==> config.mk <==
export PLATFORM = sky130hd
export DESIGN_NAME = uart_receiver
export DESIGN_NICKNAME = d
export VERILOG_FILES = /design/src/rtl/uart_receiver.sv
export SDC_FILE = /design/constraint.sdc
export NUM_CORES = 1
export LEC_CHECK = 0
export ABC_AREA = 1
export ABC_CLOCK_PERIOD_IN_PS = 1820
export BUFFER_PORTS_ARGS = -buffer_cell sky130_fd_sc_hd__buf_4
export CORE_MARGIN = 1
export CORE_UTILIZATION = 43
export DETAILED_ROUTE_END_ITERATION = 10
export PLACE_DENSITY = 0.65
export SLEW_MARGIN = 20
export SYNTH_ARGS = -nofsm -noshare
export SYNTH_HDL_FRONTEND = slang
export SYNTH_SLANG_ARGS = --single-unit
==> constraint.sdc <==
create_clock -name i_Clock -period 1.82 [get_ports i_Clock]
set_input_delay 0.182 -clock i_Clock [delete_from_list [all_inputs] [get_ports i_Clock]]
set_output_delay 0.182 -clock i_Clock [all_outputs]
set_load 0.02 [all_outputs]
==> src/rtl/uart_receiver.sv <==
// 8N1 UART receiver with a one-byte holding register, valid/ack handshake,
// a one-cycle framing-error pulse and a sticky overrun flag.
`timescale 1ns/1ps
module uart_receiver #(
    parameter int CLKS_PER_BIT = 217
) (
    input  logic       i_Clock,
    input  logic       reset,
    input  logic       i_Rx_Serial,
    input  logic       i_Rx_Ack,
    output logic [7:0] o_Rx_Byte,
    output logic       o_Rx_DV,
    output logic       o_Rx_Active,
    output logic       o_Framing_Error,
    output logic       o_Rx_Overrun
);
    // state     | meaning
    // WAIT_HIGH | line not yet seen idle (after reset or a framing error)
    // IDLE      | line idle, looking for a start bit
    // START     | half-bit wait to confirm the start bit
    // DATA      | sampling the 8 data bits at bit centres
    // STOP      | sampling the stop bit, then deliver, overrun or error
    typedef enum logic [2:0] {
        WAIT_HIGH = 3'd0,
        IDLE      = 3'd1,
        START     = 3'd2,
        DATA      = 3'd3,
        STOP      = 3'd4
    } state_t;

    localparam logic [15:0] HALF_CNT = 16'((CLKS_PER_BIT - 1) / 2);
    localparam logic [15:0] LAST_CNT = 16'(CLKS_PER_BIT - 1);

    state_t      state_q, state_d;
    logic [15:0] cnt_q, cnt_d;
    logic [2:0]  idx_q, idx_d;
    logic [7:0]  sh_q, sh_d;
    logic [7:0]  byte_q, byte_d;
    logic        dv_q, dv_d;
    logic        active_q, active_d;
    logic        ferr_q, ferr_d;
    logic        ovr_q, ovr_d;
    logic [1:0]  sync_q, sync_d;
    logic [1:0]  settle_q, settle_d;
    logic        rx_s;
    logic        rx_ok;

    assign rx_s  = sync_q[1];
    // The synchronizer resets to idle-high, so its output only reflects the
    // real line once it has been refilled after reset release.
    assign rx_ok = settle_q[1];

    always_comb begin
        sync_d   = {sync_q[0], i_Rx_Serial};
        settle_d = {settle_q[0], 1'b1};
        state_d  = state_q;
        cnt_d    = cnt_q;
        idx_d    = idx_q;
        sh_d     = sh_q;
        byte_d   = byte_q;
        dv_d     = dv_q;
        active_d = active_q;
        ferr_d   = 1'b0;
        ovr_d    = ovr_q;

        if (i_Rx_Ack) begin
            dv_d  = 1'b0;
            ovr_d = 1'b0;
        end

        case (state_q)
            WAIT_HIGH: begin
                cnt_d = '0;
                if (rx_ok && rx_s) state_d = IDLE;
            end
            IDLE: begin
                cnt_d = '0;
                idx_d = '0;
                if (!rx_s) begin
                    state_d  = START;
                    active_d = 1'b1;
                end
            end
            START: begin
                if (cnt_q == HALF_CNT) begin
                    cnt_d = '0;
                    if (!rx_s) begin
                        state_d = DATA;
                    end else begin
                        state_d  = IDLE;
                        active_d = 1'b0;
                    end
                end else begin
                    cnt_d = cnt_q + 16'd1;
                end
            end
            DATA: begin
                if (cnt_q == LAST_CNT) begin
                    cnt_d       = '0;
                    sh_d[idx_q] = rx_s;
                    if (idx_q == 3'd7) begin
                        state_d = STOP;
                        idx_d   = '0;
                    end else begin
                        idx_d = idx_q + 3'd1;
                    end
                end else begin
                    cnt_d = cnt_q + 16'd1;
                end
            end
            STOP: begin
                if (cnt_q == LAST_CNT) begin
                    cnt_d    = '0;
                    active_d = 1'b0;
                    if (rx_s) begin
                        state_d = IDLE;
                        // A same-cycle ack frees the register for the new byte.
                        if (!dv_q || i_Rx_Ack) begin
                            byte_d = sh_q;
                            dv_d   = 1'b1;
                            ovr_d  = 1'b0;
                        end else begin
                            ovr_d = 1'b1;
                        end
                    end else begin
                        state_d = WAIT_HIGH;
                        ferr_d  = 1'b1;
                    end
                end else begin
                    cnt_d = cnt_q + 16'd1;
                end
            end
            default: begin
                state_d  = WAIT_HIGH;
                cnt_d    = '0;
                idx_d    = '0;
                active_d = 1'b0;
            end
        endcase
    end

    always_ff @(posedge i_Clock or posedge reset) begin
        if (reset) begin
            state_q  <= WAIT_HIGH;
            cnt_q    <= '0;
            idx_q    <= '0;
            sh_q     <= '0;
            byte_q   <= '0;
            dv_q     <= 1'b0;
            active_q <= 1'b0;
            ferr_q   <= 1'b0;
            ovr_q    <= 1'b0;
            sync_q   <= 2'b11;
            settle_q <= 2'b00;
        end else begin
            state_q  <= state_d;
            cnt_q    <= cnt_d;
            idx_q    <= idx_d;
            sh_q     <= sh_d;
            byte_q   <= byte_d;
            dv_q     <= dv_d;
            active_q <= active_d;
            ferr_q   <= ferr_d;
            ovr_q    <= ovr_d;
            sync_q   <= sync_d;
            settle_q <= settle_d;
        end
    end

    assign o_Rx_Byte       = byte_q;
    assign o_Rx_DV         = dv_q;
    assign o_Rx_Active     = active_q;
    assign o_Framing_Error = ferr_q;
    assign o_Rx_Overrun    = ovr_q;

endmodule

==> flow_summary_export.csv <==
group,metric,value,unit
cells_and_area,final_nets,330,
clocking,insertion_delay,300,ps
timing,layout_min_cycle_time,1640,ps
clocking,worst_setup_hold_path_clk_slew,90,ps
timing,clock.fmax,609,MHz
route,wl,4.47,mm
die,rows,27,
route,wl_met2,1.93,mm
setup_path,cp-end-kind,"flop",
setup_path,rr_endpoint,"o_Rx_Byte[4]",
synth,synth_common_cells,"nand2_1, dfrtp_1, inv_1, nor2_1, nand3_1",
timing,grt_setup_unrepaired,"false",
timing,finalSetupTns,0,ps
setup_path,r2r_cells,9,
route,met3_length,167,um
power_and_ir_drop,p_int,1.81,mW
clocking,cts.sinks,46,
cells_and_area,final_cell_area,2850,um2
setup_path,cp-start-kind,"flop",
global_route,overflow,0,
setup_path,path_class,"flop to flop",
die,die_w,78.2,um
synth,syn_avg_cell_area,8.37,um2
outcome,outcome,"finished, final reports clean",
run,drv_cap,0,
power_and_ir_drop,p_switching,1.04,mW
synth,synth_seq_cells,46,
min_path,hold_end,"o_Rx_Overrun",
synth,yosysUniqueCellTypes,29,
synth,ys_async_sr_fraction,1.00,
power_and_ir_drop,combPwrFrac,0.313,
route,route.detailed.drc,0,
route,drtIter0Drc,75,
clocking,cts_tree,"built",
clocking,clk_path_buf_depth,2,
clocking,htree_levels,2,
timing,slew_viol_final,0,
timing,fin_crit_sh,0.902,
route,routed.top_layer,"met4",
timing,clock_skew,6.51,ps
global_route,grt_max_degree,25,
timing,hold_viol,0,
route,first_pass_iters,4,
global_route,grt_antenna_before_repair,0,
min_path,hold_class,"input pin to flop",
synth,synthCells,298,
place,placed_cell_area,2690,um2
synth,syn_nets,306,
route,wl_met1,2.29,mm
cells_and_area,syn_to_final_growth,14.1,%
synth,ys.flop_type,"dfrtp_1",
power_and_ir_drop,p_per_area,1000,nW/um2
global_route,grt_pass1_vias,1759,
synth,synth-edff-count,0,
setup_path,required,2010,ps
route,ant_nets,0,
setup_path,crit_arrival,1840,ps
synth,yosys.area.top_type,"dfrtp_1",
timing,setup_viol,0,
die,die_h,78.2,um
route,wire_per_inst,11.3,um
synth,synthTopCellsByArea,"dfrtp_1, nand2_1, inv_1",
synth,post-synth-top-count-cell,"nand2_1",
route,num_vias,1903,
min_path,hold_start,"i_Rx_Ack",
global_route,grt_pass1_wl,7.93,mm
synth,yosysTopAreaCellShare,0.442,
power_and_ir_drop,pwr-share-clk,0.267,
die,start_util,0.450,
min_path,min_path_cells,6,
power_and_ir_drop,irDropWorstVdd,0.799,mV
setup_path,reg2reg_slack,180,ps
power_and_ir_drop,switching_share,0.366,
clocking,root_buffer,"clkbuf_8",
cells_and_area,antenna_cells,0,
power_and_ir_drop,sequentialPowerShare,0.419,
die,num_io_pins,16,
cells_and_area,drive_gt1_frac,0.226,
place,io_buffers,15,
setup_path,cp_max_fo,17,
synth,synth.yosys.seq_area_share,0.463,
synth,syn-cell-area,2490,um2
global_route,grtUsageTotal,0.167,
setup_path,worst_r2r_startpoint,"cnt_q[0]",
place,dpl.hpwl,3.26,mm
die,core,5540,um2
route,vias_per_cell,4.82,
cells_and_area,n_fill_cell,542,
clocking,numCtsBuffers,5,
power_and_ir_drop,p_leak,1.35,nW
die,dieArea,6110,um2
place,place_congestion,0.781,
synth,synth_warnings,0,
cells in the final DEF (no fill, tap or decap), types with 5 or more instances in the layout:
master,n
buf_4,20
dfrtp_1,44
nand3_1,18
nand2_1,75
o21ai_0,5
nand2_2,7
inv_2,8
nand4_1,16
xor2_1,5
nor2_1,31
a21oi_1,7
clkbuf_8,5
o21ai_2,8
inv_1,30
a21oi_2,7
nor2_4,6
kinds of logic (layout without fill, tap and decap cells):
group | count (synthesis) | after routing | synth area share
AO/OA/AOI/OAI | 29 | 29 | 0.0818
XOR/XNOR | 9 | 9 | 0.0316
adder cells (fa/ha/maj) | 4 | 4 | 0.0201
buffers and inverters | 46 | 71 | 0.0838
flip-flops | 46 | 46 | 0.463
other | 1 | 1 | 0.00150
AND/OR/NAND/NOR | 163 | 163 | 0.319
repair_timing:
item,in CTS,in global routing
setup endpoints to repair,0,7
endpoints found under the hold margin,23,0
hold buffers,2,0
resized for setup,0,0
setup buffers,0,1
worst max-delay path, stage by stage, from the launching register on:
cell and delay [ps]:
dfrtp_1 420, inv_1 90, ha_1 210, nand3_4 90, nor2_4 130, nand2_4 90, inv_2 90, nand3_4 190
nand2_1 150, o21ai_2 60
state kept, by name, indices dropped and copies added, names as in the netlist:
signal	count
o_Framing_Error	1
sh_q	8
o_Rx_Overrun	1
o_Rx_Byte	8
state_q	3
sync_q	2
settle_q	2
o_Rx_Active	1
cnt_q	16
o_Rx_DV	1
idx_q	3
power by group through the flow:
stage	registers [mW]	clock network [mW]	logic (mW)
after floorplan	1.19	0	0.746
after global placement	1.22	0	0.878
after detailed placement	1.22	0	0.891
after CTS	1.20	0.793	0.900
after global routing	1.21	0.824	1.01
final	1.20	0.763	0.895
cell type report:
type / count / area (um2) / share of cell area
timing repair buffer: 24 / 210 / 0.0739
inverter: 39 / 146 / 0.0515
clock buffer: 5 / 68.8 / 0.0242
sequential: 46 / 1150 / 0.405
tap: 72 / 90.1 / 0.0317
multi-input combinational: 206 / 1130 / 0.398
clock inverter: 3 / 45.0 / 0.0158
metrics by stage:
step	cells	hold WS [ps]	setup WS, ps	util	total power, mW
floorplan	298	186	294	-	1.94
global placement	384	248	189	0.486	2.09
detailed placement	384	251	131	0.486	2.11
CTS	394	198	123	0.510	2.89
global route	395	254	6.59	0.514	3.05
finish	395	210	178	0.514	2.86
per-layer routing:
layer	vias up	track usage
met5	-	0
met4	0	0.0741
met3	7	0.0314
met2	28	0.253
met1	872	0.231
li1	996	-
worst max path at each step:
stage / start / to / slack, ps / cells after the start
2_1_floorplan: cnt_q[0] / sh_q[0] / 290 / 10
3_5_place_dp: cnt_q[0] / sh_q[2] / 130 / 9
4_1_cts: cnt_q[0] / sh_q[2] / 120 / 9
3_3_place_gp: cnt_q[0] / sh_q[6] / 190 / 9
6_report: cnt_q[0] / o_Rx_Byte[4] / 180 / 9
5_1_grt: cnt_q[0] / cnt_q[14] / 7 / 8
(Power assumes the default switching activity.)
